===== src/rtl/bcd_scan_ctrl.sv =====
// Two-digit multiplexed 7-segment scanner for a 0..15 value, with load/ack capture.
// Define LEADING_ZERO_BLANK_EN to blank the tens digit when it is zero.
module bcd_scan_ctrl #(
  parameter int REFRESH_DIV = 100000,
  parameter int BLANK_CYC   = 16
) (
  input  logic       clk,
  input  logic       reset,
  input  logic [3:0] v_in,
  input  logic       load,
  output logic       ack,
  output logic       z,
  output logic [1:0] an,
  output logic [6:0] seg,
  output logic       disp_valid
);

  localparam int MAXC = (REFRESH_DIV > BLANK_CYC) ? REFRESH_DIV : BLANK_CYC;
  localparam int CW   = $clog2(MAXC) + 1;
  localparam logic [CW-1:0] DIG_LD = CW'(REFRESH_DIV - 1);
  localparam logic [CW-1:0] GAP_LD = CW'(BLANK_CYC - 1);

  typedef enum logic [2:0] {
    IDLE,
    DIG0,
    GAP0,
    DIG1,
    GAP1
  } state_t;

  state_t        state;
  state_t        ns;
  logic [CW-1:0] cnt;
  logic [CW-1:0] ncnt;
  logic [3:0]    pend_val;
  logic          pend_flag;
  logic [3:0]    disp_val;
  logic          xfer;
  logic [3:0]    nd;
  logic          tens;
  logic [3:0]    ones;
  logic [1:0]    an_d;
  logic [6:0]    seg_d;

  function automatic logic [6:0] enc(input logic [3:0] d);
    logic [6:0] s;
    s = 7'h7F;
    case (d)
      4'd0: s = 7'h40;
      4'd1: s = 7'h79;
      4'd2: s = 7'h24;
      4'd3: s = 7'h30;
      4'd4: s = 7'h19;
      4'd5: s = 7'h12;
      4'd6: s = 7'h02;
      4'd7: s = 7'h78;
      4'd8: s = 7'h00;
      4'd9: s = 7'h10;
      default: s = 7'h7F;
    endcase
    return s;
  endfunction

  // Transfers only happen when entering DIG0, so a digit pair never mixes values.
  always_comb begin
    ns   = state;
    ncnt = cnt;
    xfer = 1'b0;
    case (state)
      IDLE: begin
        if (pend_flag) begin
          ns   = DIG0;
          ncnt = DIG_LD;
          xfer = 1'b1;
        end
      end
      DIG0: begin
        if (cnt == '0) begin
          ns   = GAP0;
          ncnt = GAP_LD;
        end else begin
          ncnt = cnt - 1'b1;
        end
      end
      GAP0: begin
        if (cnt == '0) begin
          ns   = DIG1;
          ncnt = DIG_LD;
        end else begin
          ncnt = cnt - 1'b1;
        end
      end
      DIG1: begin
        if (cnt == '0) begin
          ns   = GAP1;
          ncnt = GAP_LD;
        end else begin
          ncnt = cnt - 1'b1;
        end
      end
      GAP1: begin
        if (cnt == '0) begin
          ns   = DIG0;
          ncnt = DIG_LD;
          xfer = pend_flag;
        end else begin
          ncnt = cnt - 1'b1;
        end
      end
      default: begin
        ns   = IDLE;
        ncnt = '0;
      end
    endcase
  end

  always_comb begin
    nd    = xfer ? pend_val : disp_val;
    tens  = (nd >= 4'd10);
    ones  = tens ? (nd - 4'd10) : nd;
    an_d  = 2'b11;
    seg_d = 7'h7F;
    case (ns)
      DIG0: begin
        an_d  = 2'b10;
        seg_d = enc(ones);
      end
      DIG1: begin
        an_d  = 2'b01;
        seg_d = enc({3'b000, tens});
`ifdef LEADING_ZERO_BLANK_EN
        if (!tens) begin
          an_d  = 2'b11;
          seg_d = 7'h7F;
        end
`endif
      end
      default: begin
        an_d  = 2'b11;
        seg_d = 7'h7F;
      end
    endcase
  end

  always_ff @(posedge clk) begin
    if (reset) begin
      state      <= IDLE;
      cnt        <= '0;
      pend_val   <= '0;
      pend_flag  <= 1'b0;
      disp_val   <= '0;
      ack        <= 1'b0;
      z          <= 1'b0;
      an         <= 2'b11;
      seg        <= 7'h7F;
      disp_valid <= 1'b0;
    end else begin
      state      <= ns;
      cnt        <= ncnt;
      pend_flag  <= (pend_flag & ~xfer) | load;
      if (load) begin
        pend_val <= v_in;
      end
      disp_val   <= nd;
      ack        <= load;
      z          <= tens;
      an         <= an_d;
      seg        <= seg_d;
      disp_valid <= disp_valid | xfer;
    end
  end

endmodule


===== config.mk =====
export PLATFORM = sky130hd
export DESIGN_NAME = bcd_scan_ctrl
export DESIGN_NICKNAME = d
export VERILOG_FILES = /design/src/rtl/bcd_scan_ctrl.sv
export SDC_FILE = /design/constraint.sdc
export NUM_CORES = 1
export LEC_CHECK = 0
export BUFFER_PORTS_ARGS = -buffer_cell sky130_fd_sc_hd__buf_4
export CAP_MARGIN = 20
export CORE_MARGIN = 1
export CORE_UTILIZATION = 45
export DETAILED_ROUTE_END_ITERATION = 12
export RECOVER_POWER = 50
export SKIP_CTS_REPAIR_TIMING = 1
export SYNTH_ARGS = -nofsm -noshare
export SYNTH_HDL_FRONTEND = slang
export SYNTH_SLANG_ARGS = --single-unit

===== constraint.sdc =====
create_clock -name clk -period 8.6 [get_ports clk]
set_input_delay 0.43 -clock clk [delete_from_list [all_inputs] [get_ports clk]]
set_output_delay 0.43 -clock clk [all_outputs]
set_load 0.01 [all_outputs]

Word level (Yosys, flattened, before mapping)
Memory sizes are Yosys's and may differ from the RTL's. Index checks and enable logic that the tools add are counted.

Bits in registers: 42. Latch bits: 0. Memory bits (writable): 0. Bits in read-only memories: 112. Input bits: 7. Output and inout port bits: 12. Logic and storage cells: 48. Memories kept: 1.

Memory list: (name not given) (words 16, width 7, read ports 1, clocked after Yosys merged registers in 0, write ports 0, line 48) `case (d)`.

$add $sub $neg: 2. $mul: 0. Divide/modulo/power cells: 0. $lt $le $gt $ge: 1. Equal/unequal tests: 7. Shift operators: 0. Multiplexer cells: 18. Bitwise operators: 5. Reduce and logical (&&, ||, !) cells: 4.

Operators with widths (count): $mux W18 (3); $pmux W18 S3 (1); $pmux W7 S2 (2); $logic_not A18 Y1 (1); $sub A18 B1 Y18 const B (1); $mux W3 (5); $pmux W3 S5 (1); $eq A3 B2 Y1 const B (3); $mux W4 (2); $eq A3 B1 Y1 const B (2); $ge A4 B4 Y1 const B (1); $pmux W2 S2 (1); $reduce_or A2 Y1 (2); $sub A4 B4 Y4 const B (1); $eq A3 B3 Y1 const B (1); $logic_not A3 Y1 (1); $mux W1 (2); $ne A2 B2 Y1 const B (1); $not A1 Y1 (2); $or A1 B1 Y1 (2); $pmux W1 S2 (1); $and A1 B1 Y1 (1).

Longest topological paths before layout
Depth after elaboration: 8. Depth in mapped cells: 12. Depth with buffers taken out: 11.

Worst setup path after synthesis
No wires, ideal clock.

Path type: reg-to-reg. Start: register cnt[0]. End: register seg[3]. Library setup time: 121 ps. Data arrival time: 2554 ps. Required time: 8479 ps. Path slack: 5925 ps. Cell stages (with the launch flop): 13. Buffers on the path: 1. Period minus slack after synthesis: 2675 ps. Cells stage by stage: dfxtp_1 inv_1 ha_1 nor4b_1 and2_0 clkbuf_1 a31oi_4 mux2_2 nand2_1 nand2_1 ha_1 a221oi_1 o21ai_1.

Cells in the longest elaborated chain, start to end: 8. Elaborated cells on any way between the ends: 18. Those cells by class: 1 x add/sub; 1 x order compare; 2 x eq/ne; 11 x mux; 1 x bitwise; 1 x reduce/logical; 1 x memory.

Ends and longest elaborated chain: from (decl) (line 33) `logic [CW-1:0] cnt;`; from (signal assigned) (line 159) `cnt <= ncnt;`; $logic_not A18 Y1 *; $mux W1 (line 102) `if (cnt == '0) begin`; $pmux W1 S2 (line 69) `case (state)`; $mux W4 (line 118) `nd = xfer ? pend_val : disp_val;`; $sub A4 B4 Y4 or $ge A4 B4 Y1 (tied branches) (line 120, 119); $mux W4 or $not A1 Y1 (tied branches) (line 120, 48); $mem_v2 Z16 W7 or $pmux W7 S2 (tied branches); $pmux W7 S2 * (line 123) `case (ns)`; to (signal assigned) (line 168) `seg <= seg_d;`; to (decl) (line 14) `output logic [6:0] seg,`.

Mark *: on every way between the ends. The rest lies on a longest branch, timed or not. The select of a mux whose other input is x is not followed. A chain may end at the register's enable or synchronous reset.

Worst setup path after layout
Ends and elaborated chain as after synthesis.

==> results.yml <==
cells_and_area:
  num-nets-final: 280
  syn2layout_area_growth_pct: 8.82
  multi_input_area_mm2: 0.00125
  drive_above_1_share: 0.100
  post-route-util: 0.528
  final_cell_area_mm2: 0.00238
  fillers: 456
  ff_latch_area_um2: 841
  diodes: 0
clock_tree:
  cts_tree: "yes"
  clk_pin_slew_ps: 80
  clockRootBuffer: "clkbuf_8"
  clk_latency_ps: 290
  cts_sinks: 42
  ctsHtreeMaxLevel: 2
  cts_buffers: 5
  cts_max_path_buffers: 2
worst_hold_path:
  min_path_type: "in -> reg"
timing:
  fin_skew_ps: 7.87
  hold_viol: 0
  maxSlewHeadroom: -0.287
  setup_violations: 0
  tns_ps: 0
  worstMarginPinSlew_ps: 1920
  slew_viol_final: 17
  rsz0062_at_grt: "no"
  fmax_mhz: 255
  final.period_utilization: 0.455
  min_period_ps: 3910
drt:
  vias: 1801
  wl_per_cell_um: 13.9
  drtIter0Drc: 98
  firstDrtPassIters: 4
  wl_mm: 4.47
  drtAntennaViolNets: 0
  drcViolationCount: 0
  viasPerCell: 5.61
die:
  start_util: 0.485
  fp-row-count: 24
  die_area_mm2: 0.00514
  coreArea_mm2: 0.00450
  ios: 19
  fp.dieH_um: 71.7
  die_w_um: 71.7
power_and_ir_drop:
  leakagePower_nw: 0.887
  irDropWorstVdd_mv: 0.110
  power_density_mw_per_mm2: 223
critical_path:
  crit_type: "reg -> reg"
  path_buf_inv: 1
  start_kind: "register"
  crit_family: "compound AO/OA/AOI/OAI gates"
  crit_fanout: 16
  critPathCaptureType: "register"
  critPathRequiredTime_ps: 8780
  worst_path_largest_cell_delay_ps: 1400
  cp.arrival_ps: 4090
  crit_slowest_cell: "a31oi_1"
  path_cells: "inv_1 -> ha_1 -> nor4b_1 -> and2_0 -> a31oi_1 -> mux2i_4 -> nand2_1 -> nand2_1 -> ha_1 -> a221oi_1 -> o21ai_1"
global_route:
  antenna_found_initial: 0
  grt_pass1_vias: 1556
  grt_usage: 0.189
  grt_pass1_wl_mm: 7.60
  grt_max_degree: 31
  gr-total-overflow: 0
run_status:
  outcome: "finished, violations left"
  violations: "capacitance limit, slew limit"
place:
  dp_hpwl_mm: 3.12
  port-buffer-count: 18
  place_congestion: 0.871
  placed_cell_area_mm2: 0.00234
job:
  maxCapViolCount: 1
yosys:
  synth.distinct_cells: 50
  ys_warn_count: 0
  async_flop_share: 0
  dominantRegCellSynth: "dfxtp_1"
  ys_seq_elements: 42
  synth_edf_count: 0
  syn_inst: 255
  yosysSeqAreaShare: 0.385
  synth_area_per_cell_um2: 8.57
  synth_nets: 267
  synthesis.area_mm2: 0.00219
## state kept, by name (all words and copies together) (netlist names)
name	count
ack	1
an	2
cnt	18
disp_val	4
disp_valid	1
pend_flag	1
pend_val	4
seg	7
state	3
z	1
## worst reg2reg max path, stage by stage, from the launching register on
cell and delay, ps:
dfxtp_1 390, inv_1 100, ha_1 200, nor4b_1 160
and2_0 230, a31oi_1 1400, mux2i_4 510, nand2_1 90
nand2_1 110, ha_1 240, a221oi_1 280, o21ai_1 90
## cells by family (layout without fill, tap and decap cells)
group | Yosys count | after routing | synth area share
simple gates | 112 | 112 | 0.267
flops | 42 | 42 | 0.385
xor+xnor | 12 | 12 | 0.0481
fa+ha+maj | 6 | 6 | 0.0332
buf+inv | 19 | 33 | 0.0361
mux | 13 | 13 | 0.0744
compound gates | 51 | 51 | 0.157
## worst paths after layout
check        depth (start not counted)                        to                  start  slack [ps]
min                                  3  pend_val[1]$_SDFFE_PP0P_                v_in[1]         370
min reg2reg                          2     disp_valid$_SDFF_PP0_  disp_valid$_SDFF_PP0_         470
max                                 11         seg[3]$_SDFF_PP1_    cnt[0]$_SDFFE_PP0P_        4690
max reg2reg                         11         seg[3]$_SDFF_PP1_    cnt[0]$_SDFFE_PP0P_        4690
## cell type report
type / count / share of cell area
repair buffers: 19 / 0.0395
clock inverters: 3 / 0.0168
inverters: 6 / 0.00947
well taps: 52 / 0.0274
clock buffers: 5 / 0.0289
flip-flops and latches: 42 / 0.353
multi-input cells: 194 / 0.524
## per-layer routing
layer,up-vias,wire (um),global-route usage
met1,822,2410,0.290
met2,42,1790,0.253
li1,932,-,-
met5,-,0,0
met3,5,219,0.0450
met4,0,53,0.0675
## report_power, final
| group | switching [mW] | internal, mW |
|---|---|---|
| Combinational | 0.0862 | 0.0583 |
| Sequential | 0.0195 | 0.215 |
| Clock | 0.0658 | 0.0854 |
## layout by cell type, fill, tap and decap left out, drive strengths merged, types with 3 or more instances in the layout
cell,Yosys,final
nor4,8,8
ha,5,5
o21ai,18,18
a22oi,5,5
dfxtp,42,42
or3,4,4
clkbuf,11,18
buf,2,6
a211oi,5,5
and2,3,3
or4,4,4
nor3,13,13
inv,6,6
mux2i,10,10
nand2b,7,7
nor2,46,46
a21oi,10,10
xnor2,11,11
nand2,11,11
nand3,4,4
mux2,3,3
## synthesized netlist by cell type, types with 2 or more instances
| cell type | instances | area share |
|---|---|---|
| nor2_1 | 46 | 0.079 |
| dfxtp_1 | 42 | 0.38 |
| o21ai_0 | 15 | 0.034 |
| nor3_1 | 13 | 0.030 |
| clkbuf_1 | 11 | 0.019 |
| nand2_1 | 11 | 0.019 |
| xnor2_1 | 11 | 0.044 |
| a21oi_1 | 10 | 0.023 |
| mux2i_1 | 7 | 0.032 |
| nand2b_1 | 7 | 0.020 |
| inv_1 | 6 | 0.010 |
| nor4_1 | 6 | 0.017 |
| a211oi_1 | 5 | 0.017 |
| a22oi_1 | 5 | 0.017 |
| ha_1 | 5 | 0.029 |
| nand3_1 | 4 | 0.0092 |
| or3_1 | 4 | 0.011 |
| mux2_2 | 3 | 0.015 |
| and2_1 | 2 | 0.0057 |
| and3_1 | 2 | 0.0057 |
| mux2i_4 | 2 | 0.021 |
| nor2b_1 | 2 | 0.0057 |
| nor3b_1 | 2 | 0.0069 |
| nor4b_1 | 2 | 0.0080 |
| o21ai_1 | 2 | 0.0046 |
| o31ai_1 | 2 | 0.0069 |
| o41ai_1 | 2 | 0.0080 |
| or3b_2 | 2 | 0.0080 |
| or4_1 | 2 | 0.0069 |
| or4_4 | 2 | 0.010 |
## through the flow
stage,setup slack [ps],hold WS (ps),power [mW],cells
after CTS,5540,363,0.545,321
after global placement,5620,452,0.392,313
after detailed placement,5560,462,0.391,313
final,4690,368,0.530,321
after floorplan,5930,457,0.358,255
after global routing,4360,362,0.567,321
(Power assumes the default switching activity.)
